===== src/rtl/mp_add_sequencer.sv =====
// -----------------------------------------------------------------------------
// mp_add_sequencer
//
// Adds or subtracts two WORDS x 64-bit operands by time-sharing one external
// combinational 64-bit adder, least-significant word first. The carry between
// words is held in an internal register. Subtraction is done as A + ~B + 1.
//
// Ports
//   clk, rst_n        clock, asynchronous active-low reset
//   start, sub        request pulse (accepted only when idle), 0=add 1=subtract
//   op_a, op_b        W-bit operands, sampled with an accepted start
//   busy, done        busy in RUN/DONE, one-cycle done pulse
//   result            W-bit sum/difference, valid from done onward
//   carry_out         final carry (for subtraction 1 = no borrow)
//   overflow          two's-complement overflow of the full W-bit operation
//   add_a/add_b/add_cin  drive the external adder (zero outside RUN)
//   add_s/add_cout       external adder results, same cycle
// -----------------------------------------------------------------------------
module mp_add_sequencer #(
   parameter int WORDS = 4
) (
   input  logic                  clk,
   input  logic                  rst_n,
   input  logic                  start,
   input  logic                  sub,
   input  logic [64*WORDS-1:0]   op_a,
   input  logic [64*WORDS-1:0]   op_b,
   output logic                  busy,
   output logic                  done,
   output logic [64*WORDS-1:0]   result,
   output logic                  carry_out,
   output logic                  overflow,
   output logic [63:0]           add_a,
   output logic [63:0]           add_b,
   output logic                  add_cin,
   input  logic [63:0]           add_s,
   input  logic                  add_cout
);

   localparam int W  = 64 * WORDS;
   localparam int IW = $clog2(WORDS);
   localparam logic [IW-1:0] IDX_LAST = IW'(WORDS - 1);

   typedef enum logic [1:0] {
      S_IDLE = 2'd0,
      S_RUN  = 2'd1,
      S_DONE = 2'd2
   } state_t;

   state_t          state_q, state_d;
   logic [W-1:0]    a_q, a_d;
   logic [W-1:0]    b_q, b_d;
   logic            cy_q, cy_d;
   logic [IW-1:0]   idx_q, idx_d;
   logic [W-1:0]    result_q, result_d;
   logic            carry_out_q, carry_out_d;
   logic            overflow_q, overflow_d;
   logic            busy_q, busy_d;
   logic            done_q, done_d;
   logic [63:0]     add_a_s, add_b_s;
   logic            add_cin_s;

   // Bit offset of the word currently on the adder; concatenation keeps it exact.
   logic [IW+5:0]   word_lsb_s;
   assign word_lsb_s = {idx_q, 6'd0};

   // Next-state, datapath and adder-port logic.
   always_comb begin
      state_d     = state_q;
      a_d         = a_q;
      b_d         = b_q;
      cy_d        = cy_q;
      idx_d       = idx_q;
      result_d    = result_q;
      carry_out_d = carry_out_q;
      overflow_d  = overflow_q;
      add_a_s     = 64'd0;
      add_b_s     = 64'd0;
      add_cin_s   = 1'b0;

      case (state_q)
         S_IDLE: begin
            if (start) begin
               a_d         = op_a;
               // Subtraction: store ~B and seed the carry with 1.
               b_d         = sub ? ~op_b : op_b;
               cy_d        = sub;
               idx_d       = {IW{1'b0}};
               result_d    = {W{1'b0}};
               carry_out_d = 1'b0;
               overflow_d  = 1'b0;
               state_d     = S_RUN;
            end else begin
               state_d     = S_IDLE;
            end
         end
         S_RUN: begin
            add_a_s   = a_q[word_lsb_s +: 64];
            add_b_s   = b_q[word_lsb_s +: 64];
            add_cin_s = cy_q;
            result_d[word_lsb_s +: 64] = add_s;
            cy_d      = add_cout;
            if (idx_q == IDX_LAST) begin
               carry_out_d = add_cout;
               // Operand sign bits agree but the top result bit differs.
               overflow_d  = (a_q[W-1] == b_q[W-1]) & (add_s[63] != a_q[W-1]);
               idx_d       = {IW{1'b0}};
               state_d     = S_DONE;
            end else begin
               idx_d       = idx_q + IW'(1);
               state_d     = S_RUN;
            end
         end
         S_DONE: begin
            state_d = S_IDLE;
         end
         default: begin
            state_d = S_IDLE;
         end
      endcase

      busy_d = (state_d != S_IDLE);
      done_d = (state_d == S_DONE);
   end

   // State and output registers; reset aborts any operation in flight.
   always_ff @(posedge clk or negedge rst_n) begin
      if (!rst_n) begin
         state_q     <= S_IDLE;
         a_q         <= {W{1'b0}};
         b_q         <= {W{1'b0}};
         cy_q        <= 1'b0;
         idx_q       <= {IW{1'b0}};
         result_q    <= {W{1'b0}};
         carry_out_q <= 1'b0;
         overflow_q  <= 1'b0;
         busy_q      <= 1'b0;
         done_q      <= 1'b0;
      end else begin
         state_q     <= state_d;
         a_q         <= a_d;
         b_q         <= b_d;
         cy_q        <= cy_d;
         idx_q       <= idx_d;
         result_q    <= result_d;
         carry_out_q <= carry_out_d;
         overflow_q  <= overflow_d;
         busy_q      <= busy_d;
         done_q      <= done_d;
      end
   end

   assign busy      = busy_q;
   assign done      = done_q;
   assign result    = result_q;
   assign carry_out = carry_out_q;
   assign overflow  = overflow_q;
   assign add_a     = add_a_s;
   assign add_b     = add_b_s;
   assign add_cin   = add_cin_s;

endmodule


===== config.mk =====
export PLATFORM = sky130hd
export DESIGN_NAME = mp_add_sequencer
export DESIGN_NICKNAME = d
export VERILOG_FILES = /design/src/rtl/mp_add_sequencer.sv
export SDC_FILE = /design/constraint.sdc
export NUM_CORES = 1
export LEC_CHECK = 0
export CAP_MARGIN = 20
export CORE_AREA = 2 2 380 382
export DETAILED_ROUTE_END_ITERATION = 8
export DIE_AREA = 0 0 382 384
export GPL_ROUTABILITY_DRIVEN = 1
export SLEW_MARGIN = 40
export SYNTH_ARGS = -nofsm -noshare
export SYNTH_HDL_FRONTEND = slang
export SYNTH_SLANG_ARGS = --single-unit

===== constraint.sdc =====
create_clock -name clk -period 4.6 [get_ports clk]
set_input_delay 0.92 -clock clk [delete_from_list [all_inputs] [get_ports clk]]
set_output_delay 0.92 -clock clk [all_outputs]
set_load 0.01 [all_outputs]

==> results.sh, run 1 <==
export IMPL_status="complete, no violations"
export IMPL_setup_viol_count_final=0
export IMPL_max_vdd_ir_drop_mv=0.421
export IMPL_syn_to_final_growth_pct=44.1
export IMPL_hold_viol=0
export IMPL_ys_types=30
export IMPL_fin_crit_sh=0.913
export IMPL_grt_start_max_net_pins=175
export IMPL_synth_seq_cells=777
export IMPL_dieArea_sq_um=147000
export IMPL_fp_dieW_microns=382
export IMPL_wire_per_inst_microns=22.2
export IMPL_utilization=0.345
export IMPL_die_height_microns=384
export IMPL_grt_pass1_vias=25800
export IMPL_firstDrtPassIters=6
export IMPL_rsz0062_at_grt="false"
export IMPL_hold_path_class="in2async"
export IMPL_finalSetupTns_ns=0
export IMPL_grt_pass1_wl_microns=177000
export IMPL_avgSynthCellArea_sq_um=13.3
export IMPL_drcViolationCount=0
export IMPL_p_leak_nw=19.5
export IMPL_p_total_w=0.0332
export IMPL_vias=24600
export IMPL_clockRootBuffer="clkbuf_16"
export IMPL_cts_tree="built"
export IMPL_drtIter0Drc=1453
export IMPL_totalWireLength_microns=122000
export IMPL_ant_nets=0
export IMPL_cts_htree_levels=3
export IMPL_fin_crit_ns=4.20
export IMPL_synth_top_area_cell="dfrtp_1"
export IMPL_fillers=14000
export IMPL_fin_skew_ns=0.0368
export IMPL_synth_area_leaders="dfrtp_1 (57%), mux2_2 (8.4%), mux4_2 (8.4%)"
export IMPL_netlist_instances=2576
export IMPL_endpoint_kind="primary output"
export IMPL_path_class="reg2out"
export IMPL_cts_sinks=777
export IMPL_clock_latency_ns=0.70
export IMPL_crit_fanout=46
export IMPL_start_util=0.239
export IMPL_path_clk_slew_ns=0.06
export IMPL_vias_per_cell=4.49
export IMPL_core_area_sq_um=143000
export IMPL_combPwrFrac=0.423
export IMPL_io_buffer_count=969
export IMPL_crit_required_ns=3.68
export IMPL_hold_ws_ns=0.0852
export IMPL_final_max_slew_viol_count=0
export IMPL_internal_power_w=0.0219
export IMPL_layout_nets=4078
export IMPL_syn_nets=3163
export IMPL_grt_antenna_before_repair=38
export IMPL_cp_arrival_ns=3.28
export IMPL_ys_seq_area_frac=0.569
export IMPL_holdBufCountCts=0
export IMPL_cts_setup_buffers=0
export IMPL_start_kind="flop"
export IMPL_relSlewSlack=0.433
export IMPL_yosys_warnings=0
export IMPL_drive_gt1_frac=0.170
export IMPL_grt_use_total=0.162
export IMPL_hpwl_microns=88800
export IMPL_clock_fmax_ghz=0.238
export IMPL_rows=139
export IMPL_worst_slew_pin_slew_ns=0.851
export IMPL_swShare=0.339
export IMPL_power_density_nw_per_um2=674
export IMPL_switchingPower_w=0.0113
export IMPL_cts_made_buffers=91
export IMPL_netlist_area_sq_um=34200
export IMPL_gp_congestion=0.888
export IMPL_clockBufferDepth=3
export IMPL_clockPowerShare=0.224
export IMPL_maxCapViolations=0
export IMPL_yosysTopAreaCellShare=0.569
export IMPL_post_cts_resized=0
export IMPL_gr_total_overflow=0
export IMPL_ios=970
export IMPL_setup_ws_ns=0.399
export IMPL_seqPwrFrac=0.353
export IMPL_place_ws_ns=1.05
[layout make-up]
| type | instances | area, sq um | share of cell area |
|---|---|---|---|
| Sequential cell | 777 | 19500 | 0.395 |
| Multi-Input combinational cell | 1581 | 13700 | 0.278 |
| Timing Repair Buffer | 1035 | 10600 | 0.215 |
| Clock buffer | 141 | 2730 | 0.0553 |
| Tap cell | 1903 | 2380 | 0.0483 |
| Clock inverter | 26 | 363 | 0.00736 |
| Antenna cell | 17 | 42.5 | 0.000863 |
| Inverter | 5 | 18.8 | 0.000381 |
[per-stage QoR]
stage	cell area, sq um	cells
2_1_floorplan	34200	2576
3_3_place_gp	46000	5297
3_5_place_dp	46100	5299
4_1_cts	49200	5466
5_1_grt	49300	5483
6_report	49300	5485
[cell usage after synthesis, drive strengths merged]
cell type,number
o31ai,1
o22ai,2
a21o,5
nor2,256
clkbuf,49
nand2,10
a2bb2oi,1
xnor2,256
o21ai,2
mux4,128
dfrtp,777
nor3b,1
ha,6
inv,5
mux2,256
nor4b,2
o22a,1
a21oi,256
o21bai,1
nor2b,1
a22o,258
and2,131
nor4,2
nand3b,1
nand2b,4
buf,164
[power groups by stage]
stage | Sequential (W) | Combinational (W) | Clock, W
after floorplan | 0.0112 | 0.00788 | 0
after global placement | 0.0118 | 0.0140 | 0
after detailed placement | 0.0118 | 0.0141 | 0
after CTS | 0.0117 | 0.0142 | 0.00764
after global routing | 0.0121 | 0.0151 | 0.00792
final | 0.0117 | 0.0140 | 0.00744
[worst paths after layout]
kind	startpoint	end	cells after the start	slack (ns)
max reg2reg	idx_q[1]	result[200]	7	1.54
max	idx_q[0]	add_a[26]	4	0.40
min reg2reg	a_q[175]	a_q[175]	1	0.50
min in group clk	a_q[175]	a_q[175]	1	0.50
max in group asynchronous	rst_n	a_q[196]	3	3.30
min	rst_n	a_q[145]	1	0.09
[flip-flops by register name, indices dropped and copies added (netlist names)]
register / flops
a_q: 256
b_q: 256
result: 256
idx_q: 2
state_q: 2
busy: 1
carry_out: 1
cy_q: 1
done: 1
overflow: 1
[logic make-up (layout without fill, tap and decap cells)]
kind of cell	count (synthesis)	after routing	synth area share
DFF	777	777	0.569
buffers and inverters	218	1207	0.0319
and+or+nand+nor	408	408	0.0567
xor gates and xnor gates	256	256	0.0656
AOI/OAI and AO/OA	527	527	0.106
adders and majority gates	6	6	0.00220
other	0	17	0
muxes	384	384	0.169
[per-layer routing]
metal / wire length (microns) / vias up / track usage / part of all wire
li1: - / 11000 / - / -
met1: 49300 / 12500 / 0.200 / 0.40
met2: 59800 / 839 / 0.265 / 0.49
met3: 8950 / 186 / 0.0471 / 0.073
met4: 3860 / 26 / 0.0663 / 0.032
met5: 170 / - / 0 / 0.0014
[cells in the final DEF (no fill, tap or decap), types with 2 or more instances in the layout]
| master | instances |
|---|---|
| clkdlybuf4s50_1 | 967 |
| dfrtp_1 | 775 |
| a22o_1 | 258 |
| mux2_2 | 256 |
| xnor2_1 | 256 |
| nor2_1 | 256 |
| a21oi_1 | 256 |
| and2_1 | 131 |
| mux4_2 | 128 |
| clkbuf_16 | 92 |
| buf_4 | 35 |
| buf_12 | 26 |
| clkbuf_1 | 25 |
| clkbuf_8 | 24 |
| diode_2 | 17 |
| nand2_1 | 10 |
| clkinv_2 | 10 |
| ha_1 | 6 |
| inv_1 | 5 |
| bufinv_16 | 5 |
| clkinvlp_4 | 5 |
| nand2b_1 | 3 |
| a21o_2 | 3 |
| buf_16 | 3 |
| o22ai_1 | 2 |
| nor4_4 | 2 |
| nor4b_2 | 2 |
| o21ai_0 | 2 |
| inv_16 | 2 |
| clkinv_16 | 2 |
| dfrtp_4 | 2 |
| buf_8 | 2 |
| buf_6 | 2 |
[critical path, stage by stage, from the launching register on]
cell and delay, ns:
dfrtp_4 0.76, buf_12 0.39, mux4_2 0.65, and2_1 0.24
clkdlybuf4s50_1 0.49
Note: power is estimated with default switching activity, not from simulation.
==> inputs of run 2 (changes only) <==
--- a/config.mk
+++ b/config.mk
@@ -10,6 +10,7 @@
 export DETAILED_ROUTE_END_ITERATION = 8
 export DIE_AREA = 0 0 382 384
 export GPL_ROUTABILITY_DRIVEN = 1
+export MAX_ROUTING_LAYER = met4
 export SLEW_MARGIN = 40
 export SYNTH_ARGS = -nofsm -noshare
 export SYNTH_HDL_FRONTEND = slang
==> run 2 against run 1 <==
  * Setup slack better by 0.012 ns
  * Count of clock-buffer cells in the layout unchanged
  * Critical path depth unchanged
  * Clock skew shrank 0.0014 ns
  * Cell count up 0.29%
  * Combinational power is essentially flat
  * Largest power group unchanged
==> results.sh, run 2 (synthesis gave the netlist of run 1 again) <==
export IMPL_grt_start_max_net_pins=175
export IMPL_dieArea_sq_um=147000
export IMPL_fp_dieW_microns=382
export IMPL_rsz0062_at_grt="false"
export IMPL_status="complete, no violations"
export IMPL_cts_made_buffers=91
export IMPL_vias_per_cell=4.49
export IMPL_cts_tree="built"
export IMPL_drive_gt1_frac=0.170
export IMPL_mostFrequentLayoutCells="clkdlybuf4s50_1 (967), dfrtp_1 (775), a22o_1 (258)"
export IMPL_clockRootBuffer="clkbuf_16"
export IMPL_die_height_microns=384
export IMPL_r2r_end="result[193]"
export IMPL_grt_pass1_wl_microns=177000
export IMPL_cts_setup_buffers=0
export IMPL_hold_viol=0
export IMPL_cts_sinks=777
export IMPL_start_util=0.239
export IMPL_drcViolationCount=0
export IMPL_layout_nets=4078
export IMPL_totalWireLength_microns=122000
export IMPL_fin_crit_ns=4.19
export IMPL_layout_commonest_cell="clkdlybuf4s50_1"
export IMPL_cp_slowest_cell="dfrtp_4"
export IMPL_fin_skew_ns=0.0354
export IMPL_cts_htree_levels=3
export IMPL_clockBufferDepth=3
export IMPL_path_clk_slew_ns=0.06
export IMPL_io_buffer_count=969
export IMPL_path_class="reg2out"
export IMPL_fillers=14000
export IMPL_setup_ws_ns=0.411
export IMPL_syn_to_final_growth_pct=44.2
export IMPL_clock_fmax_ghz=0.239
export IMPL_ant_nets=0
export IMPL_p_leak_nw=19.5
export IMPL_hpwl_microns=88800
export IMPL_holdBufCountCts=0
export IMPL_post_cts_resized=0
export IMPL_vias=24700
export IMPL_power_density_nw_per_um2=673
export IMPL_drtIter0Drc=1390
export IMPL_fin_crit_sh=0.911
export IMPL_place_ws_ns=1.05
export IMPL_start_kind="flop"
export IMPL_gp_congestion=0.903
export IMPL_grt_antenna_before_repair=39
export IMPL_utilization=0.345
export IMPL_hold_path_class="in2async"
export IMPL_maxCapViolations=0
export IMPL_worstPathCellList="buf_12, mux4_2, and2_1, clkdlybuf4s50_1"
export IMPL_final_max_slew_viol_count=0
export IMPL_rows=139
export IMPL_gr_total_overflow=0
export IMPL_clock_latency_ns=0.70
export IMPL_cp_arrival_ns=3.27
export IMPL_setup_viol_count_final=0
export IMPL_hold_ws_ns=0.0830
export IMPL_max_stage_delay_ns=0.76
export IMPL_ios=970
export IMPL_endpoint_kind="primary output"
export IMPL_finalSetupTns_ns=0
export IMPL_grt_pass1_vias=25900
export IMPL_crit_fanout=46
export IMPL_worst_slew_pin_slew_ns=0.836
export IMPL_grt_use_total=0.167
export IMPL_core_area_sq_um=143000
export IMPL_wire_per_inst_microns=22.2
export IMPL_relSlewSlack=0.443
export IMPL_crit_required_ns=3.68
export IMPL_r2r_slack_ns=1.53
export IMPL_firstDrtPassIters=5
export IMPL_r2r_start="idx_q[1]"
export IMPL_max_vdd_ir_drop_mv=0.419
export IMPL_rr_worst_depth=7
==> run 2: layout make-up <==
class | instances | area, sq um | area share
clock buffers | 141 | 2730 | 0.0553
repair buffers | 1035 | 10600 | 0.215
multi-input cells | 1581 | 13700 | 0.278
inverters | 5 | 18.8 | 0.000381
well taps | 1903 | 2380 | 0.0483
clock inverters | 26 | 363 | 0.00736
flip-flops and latches | 777 | 19500 | 0.394
diodes | 33 | 82.6 | 0.00167
==> run 2: power breakdown <==
part           leakage, nW  switching (W)  internal, W
Combinational         8.51        0.00622      0.00783
Sequential            9.44        0.00199      0.00974
Clock                 1.50        0.00305      0.00438
==> run 2: critical path: cells and delay by family (launching register included) <==
kind / cells / cell delay (ns)
buf+inv: 2 / 0.88
flops: 1 / 0.76
mux: 1 / 0.65
simple gates: 1 / 0.23
==> run 2: worst max-delay path by stage <==
stage             start         to  slack (ns)  cells after the start
6_report       idx_q[0]  add_a[26]        0.41                      4
5_1_grt        idx_q[0]  add_a[26]        0.21                      4
4_1_cts        idx_q[0]  add_b[59]        0.27                      4
3_5_place_dp   idx_q[0]  add_b[59]        1.05                      4
3_3_place_gp   idx_q[0]  add_b[59]        1.05                      4
2_1_floorplan  idx_q[0]  add_b[49]        2.05                      5
==> run 2: metrics by stage <==
step	instances	cell area [sq um]	total power, W
floorplan	2576	34200	0.0191
global placement	5297	46000	0.0258
detailed placement	5299	46100	0.0259
CTS	5466	49200	0.0336
global route	5499	49300	0.0351
finish	5501	49300	0.0332
==> run 2: per-layer routing <==
layer  track usage  wire length (microns)
met1         0.200                  49300
met2         0.265                  59400
met3        0.0480                   9260
met4        0.0669                   4020
met5             -                      0
